--- src/rtl/line_mem_arbiter.sv ---
// line_mem_arbiter
//   Arbitrates whole-line requests from the icache (read-only) and dcache
//   (read/write) onto a single BEAT_W-wide physical memory port. Each grant
//   becomes a BURST_LEN-beat burst. Read beats are assembled into a shared
//   line buffer, and a one-cycle *_resp pulse is returned to the owner.
//   All outputs are registered.
//
//   Optional feature: define LINE_ARB_RR_EN to alternate icache and dcache
//   when both are pending. Without it, the dcache always has priority.
//
// Ports
//   clk, rst           clock (rising edge), asynchronous active-low reset
//   i_read/i_addr      icache line read request (level), address
//   i_rdata/i_resp     returned line, completion pulse
//   d_read/d_write     dcache line read / write-back request (level)
//   d_addr/d_wdata     dcache address, write-back line
//   d_rdata/d_resp     returned line, completion pulse
//   pmem_read/write    burst command, held for the whole burst
//   pmem_address       line-aligned burst address
//   pmem_wdata64       current write beat
//   pmem_rdata64       current read beat
//   pmem_resp          one pulse per accepted/valid beat
module line_mem_arbiter #(
    parameter int BEAT_W    = 64,
    parameter int BURST_LEN = 4
) (
    input  logic                        clk,
    input  logic                        rst,
    input  logic                        i_read,
    input  logic [31:0]                 i_addr,
    output logic [BEAT_W*BURST_LEN-1:0] i_rdata,
    output logic                        i_resp,
    input  logic                        d_read,
    input  logic                        d_write,
    input  logic [31:0]                 d_addr,
    input  logic [BEAT_W*BURST_LEN-1:0] d_wdata,
    output logic [BEAT_W*BURST_LEN-1:0] d_rdata,
    output logic                        d_resp,
    output logic                        pmem_read,
    output logic                        pmem_write,
    output logic [31:0]                 pmem_address,
    output logic [BEAT_W-1:0]           pmem_wdata64,
    input  logic [BEAT_W-1:0]           pmem_rdata64,
    input  logic                        pmem_resp
);
    localparam int LINE_W = BEAT_W * BURST_LEN;
    localparam int BW     = (BURST_LEN > 1) ? $clog2(BURST_LEN) : 1;
    localparam int OFF    = $clog2(LINE_W / 8);
    localparam logic [BW-1:0] LAST_BEAT = BW'(BURST_LEN - 1);

    typedef enum logic [2:0] {IDLE, IRD, DRD, DWR, DONE} state_e;

    state_e              state_q, state_d;
    logic [BW-1:0]       beat_q, beat_d;
    logic [LINE_W-1:0]   line_q, line_d;
    logic [31:0]         addr_q, addr_d;
    logic [BEAT_W-1:0]   wdata_q, wdata_d;
    logic                rd_q, rd_d, wr_q, wr_d;
    logic                iresp_q, iresp_d, dresp_q, dresp_d;
    logic                d_win;

    function automatic logic [31:0] align_line(input logic [31:0] a);
        return a & ~((32'd1 << OFF) - 32'd1);
    endfunction

`ifdef LINE_ARB_RR_EN
    // last_d_q: 1 when the most recent grant went to the dcache.
    logic last_d_q, last_d_d;
    assign d_win = (d_read | d_write) & (~i_read | ~last_d_q);

    always_ff @(posedge clk or negedge rst) begin
        if (!rst) last_d_q <= 1'b1;
        else      last_d_q <= last_d_d;
    end

    always_comb begin
        last_d_d = last_d_q;
        if (state_q == IDLE && (d_win || i_read)) last_d_d = d_win;
    end
`else
    assign d_win = d_read | d_write;
`endif

    always_comb begin
        state_d = state_q;
        beat_d  = beat_q;
        line_d  = line_q;
        addr_d  = addr_q;
        wdata_d = wdata_q;
        rd_d    = rd_q;
        wr_d    = wr_q;
        iresp_d = 1'b0;
        dresp_d = 1'b0;
        case (state_q)
            IDLE: begin
                if (d_win) begin
                    addr_d = align_line(d_addr);
                    beat_d = '0;
                    // Write beats read when both are raised.
                    if (d_write) begin
                        state_d = DWR;
                        wr_d    = 1'b1;
                        wdata_d = d_wdata[BEAT_W-1:0];
                    end else begin
                        state_d = DRD;
                        rd_d    = 1'b1;
                    end
                end else if (i_read) begin
                    addr_d  = align_line(i_addr);
                    beat_d  = '0;
                    state_d = IRD;
                    rd_d    = 1'b1;
                end
            end
            IRD, DRD: begin
                if (pmem_resp) begin
                    line_d[int'(beat_q)*BEAT_W +: BEAT_W] = pmem_rdata64;
                    beat_d = beat_q + 1'b1;
                    if (beat_q == LAST_BEAT) begin
                        rd_d    = 1'b0;
                        state_d = DONE;
                        iresp_d = (state_q == IRD);
                        dresp_d = (state_q == DRD);
                    end
                end
            end
            DWR: begin
                if (pmem_resp) begin
                    beat_d = beat_q + 1'b1;
                    if (beat_q == LAST_BEAT) begin
                        wr_d    = 1'b0;
                        state_d = DONE;
                        dresp_d = 1'b1;
                    end else begin
                        // Registered beat data: preload the next beat.
                        wdata_d = d_wdata[int'(beat_d)*BEAT_W +: BEAT_W];
                    end
                end
            end
            DONE:    state_d = IDLE;
            default: state_d = IDLE;
        endcase
    end

    always_ff @(posedge clk or negedge rst) begin
        if (!rst) begin
            state_q <= IDLE;
            beat_q  <= '0;
            line_q  <= '0;
            addr_q  <= '0;
            wdata_q <= '0;
            rd_q    <= 1'b0;
            wr_q    <= 1'b0;
            iresp_q <= 1'b0;
            dresp_q <= 1'b0;
        end else begin
            state_q <= state_d;
            beat_q  <= beat_d;
            line_q  <= line_d;
            addr_q  <= addr_d;
            wdata_q <= wdata_d;
            rd_q    <= rd_d;
            wr_q    <= wr_d;
            iresp_q <= iresp_d;
            dresp_q <= dresp_d;
        end
    end

    assign i_rdata      = line_q;
    assign d_rdata      = line_q;
    assign i_resp       = iresp_q;
    assign d_resp       = dresp_q;
    assign pmem_read    = rd_q;
    assign pmem_write   = wr_q;
    assign pmem_address = addr_q;
    assign pmem_wdata64 = wdata_q;
endmodule

--- config.mk ---
export PLATFORM = sky130hd
export DESIGN_NAME = line_mem_arbiter
export DESIGN_NICKNAME = d
export VERILOG_FILES = /design/src/rtl/line_mem_arbiter.sv
export SDC_FILE = /design/constraint.sdc
export NUM_CORES = 1
export LEC_CHECK = 0
export CAP_MARGIN = 5
export CORE_AREA = 2 2 393 395
export DETAILED_ROUTE_END_ITERATION = 10
export DIE_AREA = 0 0 395 397
export GPL_ROUTABILITY_DRIVEN = 0
export SLEW_MARGIN = 20
export SYNTH_ARGS = -nofsm -noshare
export SYNTH_HDL_FRONTEND = slang
export SYNTH_SLANG_ARGS = --single-unit
--- constraint.sdc ---
create_clock -name clk -period 2.1 [get_ports clk]
set_input_delay 0.21 -clock clk [delete_from_list [all_inputs] [get_ports clk]]
set_output_delay 0.21 -clock clk [all_outputs]
set_load 0.05 [all_outputs]
# ---- Yosys cells after proc, flatten, opt, wreduce, memory -nomap -nowiden
# Index checks and enable logic that the tools add are counted.
dict set report op_classes {
  mux 35
  eq_ne 15
  shift 3
  reduce_logical 14
  bitwise 1
  n_addsub 2
}
# op n
set ops {}
lappend ops {{bitwise mux 256 bit} 1}
lappend ops {{2-to-1 mux 64 bit} 4}
lappend ops {{variable shift 64 x 33 -> 256 bit, first input constant} 1}
lappend ops {{indexed part select 256 x 9 -> 64 bit} 1}
lappend ops {{indexed part select 64 x 33 -> 256 bit} 1}
lappend ops {{case mux 64 bit (2 select lines)} 1}
lappend ops {{2-to-1 mux 32 bit} 2}
lappend ops {{negator 8 -> 33 bit} 1}
lappend ops {{2-to-1 mux 1 bit} 15}
lappend ops {{AND reduction 5 bit} 3}
lappend ops {{inequality test 2 bit, second input constant} 7}
lappend ops {{2-to-1 mux 3 bit} 4}
lappend ops {{nonzero test 2 bit} 4}
lappend ops {{equality test 3 x 2 -> 1 bit, second input constant} 2}
lappend ops {{2-to-1 mux 2 bit} 3}
lappend ops {{inequality test 3 bit, second input constant} 2}
lappend ops {{case mux 1 bit (2 select lines)} 3}
lappend ops {{case mux 3 bit (2 select lines)} 1}
lappend ops {{AND reduction 3 bit} 2}
lappend ops {{inequality test 2 x 1 -> 1 bit, second input constant} 2}
lappend ops {{case mux 2 bit (2 select lines)} 1}
lappend ops {{AND reduction 2 bit} 2}
lappend ops {{equality test 3 x 1 -> 1 bit, second input constant} 1}
lappend ops {{zero test 3 bit} 1}
lappend ops {{other kinds (5)} 5}
dict set report totals {
  output_inout_bits 612
  word_cells 79
  register_bits 361
  input_bits 390
}

# ---- Logic depth before layout (Yosys ltp)
dict set report depth {
  depth_word 5
  mapped_depth 9
  ltp_nobuf 6
}

# ---- Worst setup path before layout
# Ideal clock, no wire load.
dict set report synth_path {
  path_type {register to register}
  startpoint {register beat_q[0]}
  endpoint {register wdata_q[10] (netlist: pmem_wdata64[10])}
  path_slack_ns 0.121
  path_stages_with_launch 10
  setup_ns 0.132
  period_less_slack_ns 1.979
  t_required_ns 1.968
  n_path_buf 3
  arrival_time_ns 1.847
  path_cell_list {dfrtp_1 -> buf_6 -> inv_2 -> ha_1 -> nor2b_1 -> buf_2 -> buf_2 -> a221o_1 -> mux2i_1 -> o21ai_1}
}
dict set report synth_via {
  elab_chain_len 5
  elab_cells_between_ends 8
  cone_classes {1 x add/sub; 2 x eq/ne; 1 x shift; 3 x mux; 1 x reduce/logical}
}
# item line
set synth_lines {}
lappend synth_lines {{start: declaration} 54} ;# logic [BW-1:0] beat_q, beat_d;
lappend synth_lines {{start signal: assignment} 158} ;# beat_q <= beat_d;
lappend synth_lines {{adder 2 x 1 -> 2 bit} 129} ;# beat_d = beat_q + 1'b1;
lappend synth_lines {{indexed part select 256 x 9 -> 64 bit} 136} ;# wdata_d = d_wdata[int'(beat_d)*BEAT_W +: BEAT_W];
lappend synth_lines {{2-to-1 mux 64 bit} 130} ;# if (beat_q == LAST_BEAT) begin
lappend synth_lines {{2-to-1 mux 64 bit} 128} ;# if (pmem_resp) begin
lappend synth_lines {{case mux 64 bit (2 select lines)} 94} ;# case (state_q)
lappend synth_lines {{end signal: assignment} 161} ;# wdata_q <= wdata_d;
lappend synth_lines {{end: declaration} 57} ;# logic [BEAT_W-1:0] wdata_q, wdata_d;
# Several ways; a longest one is shown, not always the timed one. The select of a mux whose other input is x is not followed.
# A chain may end at the register's enable or synchronous reset.

# ---- Worst setup path after layout
dict set report layout_path {
  startpoint {register beat_q[0]}
  endpoint {register wdata_q[46] (netlist: pmem_wdata64[46])}
}
# The elaborated chain is that of the path after synthesis.

==> results.yml <==
status:
  outcome: "completed"
route:
  vias: 17300
  wl_um: 107000
  wl_met3_um: 8130
  drtAntennaViolNets: 0
  wl_met1_um: 45700
  vias_per_cell: 3.57
  first_pass_iters: 5
  drt_iter0_drc: 1114
  drc: 0
  routed.top_layer: "met5"
  detail_route.wl_per_cell_um: 22.0
  dr_wl_met2_um: 49400
final_layout:
  syn_to_final_growth_pct: 69.9
  mostFrequentLayoutCell: "clkdlybuf4s50_1"
  nets: 3155
  multi_input_area_um2: 6040
  mostFrequentLayoutCells: "582 x clkdlybuf4s50_1, 355 x dfrtp_1, 232 x dlygate4sd2_1"
  nFillCells: 16800
  drive_gt1_share_pct: 12.5
  fin_util_pct: 20.3
  seq_area_um2: 8910
logic_synthesis:
  syn_inst: 1980
  ys_seq_area_share_pct: 48.7
  yosysWarnings: 0
  ys_ff_latch: 356
  synth_cell_types: 32
  avgSynthCellArea_um2: 9.23
  netlist_area_um2: 18300
pwr:
  power.leakage_nw: 14.4
  p_sw_share_pct: 54.8
  seqPwrFrac_pct: 21.2
  p_per_area_nw_per_um2: 1780
  power_frac_comb_pct: 64.4
  p_sw_mw: 30.2
  ir_drop_mv: 0.850
  intPower_mw: 24.9
  p_clk_share_pct: 14.4
floorplan:
  dieArea_um2: 157000
  coreArea_um2: 153000
  std_cell_rows: 144
  die_x_um: 395
  pin_count: 1002
  die_h_um: 397
  start_util_pct: 12.0
sta:
  fin_crit_sh_pct: 98.2
  fin_ws_ps: 37.8
  min_period_ps: 2060
  worst_pin_slew_ps: 635
  fin_skew_ps: 29.9
  slew_headroom_pct: 57.9
  final_hold_viol_count: 0
  finalSetupViolCount: 0
  rsz0062_at_grt: "true"
  slew_violations: 0
  max_freq_ghz: 0.485
grt:
  antenna_found_initial: 21
  grt_max_degree: 74
  grt_pass1_wl_um: 139000
  grt_pass1_vias: 16800
  grt.total_usage_pct: 12.7
  grt_overflow: 0
clock_tree:
  cts_tree: "done"
  cts_buffers: 43
  clkTransAtPathRegs_ps: 80
  root_buffer: "clkbuf_16"
  clk_latency_ps: 630
  clk_path_buf_depth: 3
  clock_sinks: 356
  cts_max_level: 2
worst_setup_path:
  worstSetupEndpointType: "flip-flop"
  required_ps: 2590
  critPathLaunchType: "flip-flop"
  crit_type: "flip-flop to flip-flop"
  crit_fanout: 7
  critPathArrivalTime_ps: 2550
min_path:
  hold_class: "primary input to async pin"
run:
  max-cap-violations: 0
placed_design:
  place_ws_ps: -54.0
  dp_hpwl_um: 83900
  port_buffers: 986
==> power groups by stage <==
stage | clock, mW | combinational [mW] | sequential (mW)
after floorplan | 0 | 15.1 | 19.0
after global placement | 0 | 34.8 | 11.8
after detailed placement | 0 | 35.1 | 11.9
after CTS | 8.26 | 34.3 | 11.7
after global routing | 8.49 | 37.3 | 12.0
final | 7.95 | 35.5 | 11.7
==> metrics by stage <==
stage / hold slack [ps] / cell area, µm² / cells / power, mW / TNS (ps)
finish: 157 / 31100 / 4847 / 55.1 / 0
global route: 129 / 31000 / 4839 / 57.8 / -216
CTS: 97.6 / 30300 / 4808 / 54.4 / -5.39
detailed placement: 193 / 29100 / 4728 / 47.0 / -672
global placement: 197 / 29100 / 4726 / 46.6 / -16830
floorplan: -85.6 / 18300 / 1984 / 34.1 / 0
==> flip-flops by register name, indices dropped and copies added (netlist names) <==
| register | count |
|---|---|
| beat_q | 2 |
| d_rdata | 256 |
| d_resp | 1 |
| i_resp | 1 |
| pmem_address | 27 |
| pmem_read | 1 |
| pmem_wdata64 | 64 |
| pmem_write | 1 |
| state_q | 3 |
==> synthesized netlist by cell type <==
master     number  share of area, %
o311ai_1        1             0.048
and3_4          3              0.18
a2111oi_0       1             0.048
a21oi_1         4              0.11
nand2b_1        1             0.034
nand2_1       226               4.6
a221o_1        63               3.4
inv_1         194               4.0
nor3_4          3              0.27
nor2_4          1             0.062
clkbuf_1       25              0.51
buf_6          18               1.1
inv_2           2             0.041
buf_2          63               1.7
nor3_1          1             0.027
nor3b_1         1             0.041
mux2i_1        91               5.0
nand3_1       197               5.4
xor2_2          1             0.089
dfrtp_1       356                49
buf_4         284                12
o21ai_0       141               3.9
nor2b_1        67               2.3
o31a_1          1             0.048
conb_1          1             0.021
clkbuf_2        7              0.19
and3_1          2             0.068
ha_1            5              0.34
nor2_1          5              0.10
o21ai_1       213               5.8
and4b_1         1             0.055
a211oi_2        1             0.068
==> layer usage <==
| metal | vias up | GRT usage (%) |
|---|---|---|
| met5 | - | 0 |
| met4 | 4 | 3.93 |
| met3 | 142 | 2.98 |
| met2 | 872 | 20.5 |
| met1 | 8383 | 16.6 |
| li1 | 7900 | - |
==> critical path: stages (launching register included) <==
cell	delay (ps)
dfrtp_2	380
inv_2	60
ha_4	280
buf_12	140
inv_6	40
a211oi_4	260
buf_12	180
buf_12	150
buf_8	130
mux2i_4	220
o21ai_1	90
==> layout make-up <==
type,instances,area share [%]
inverters,196,2.38
clock buffers,63,4.09
diodes,10,0.0806
clock inverters,15,0.644
multi-input cells,1035,19.4
flip-flops and latches,356,28.7
well taps,2044,8.23
repair buffers,1128,36.5
==> what timing repair did <==
item | in CTS | in global routing
cloned | 1 | 5
endpoints found under the setup margin | 290 | 214
endpoints found under the hold margin | 185 | 0
pin swaps | 0 | 7
setup buffers | 0 | 28
hold buffers | 1 | 0
resized for setup | 234 | 112
==> cells by family after synthesis <==
| kind of cell | synth area share [%] |
|---|---|
| AO/OA/AOI/OAI | 13.5 |
| XOR/XNOR | 0.0890 |
| adder cells (fa/ha/maj) | 0.342 |
| buffers and inverters | 19.2 |
| flip-flops | 48.7 |
| multiplexers | 4.98 |
| other | 0.0205 |
| AND/OR/NAND/NOR | 13.2 |
==> final timing paths <==
kind	start	to	slack [ps]	depth (start not counted)
max in group asynchronous	rst	d_rdata[2]	1140	3
worst min-delay path	rst	d_rdata[171]	160	2
worst max-delay path	beat_q[0]	pmem_wdata64[46]	40	10
worst min register to register	pmem_address[11]	pmem_address[11]	480	2
min in group clk	d_wdata[3]	pmem_wdata64[3]	220	3
worst max register to register	beat_q[0]	pmem_wdata64[46]	40	10
No activity file was read; power rests on OpenSTA's default activity.
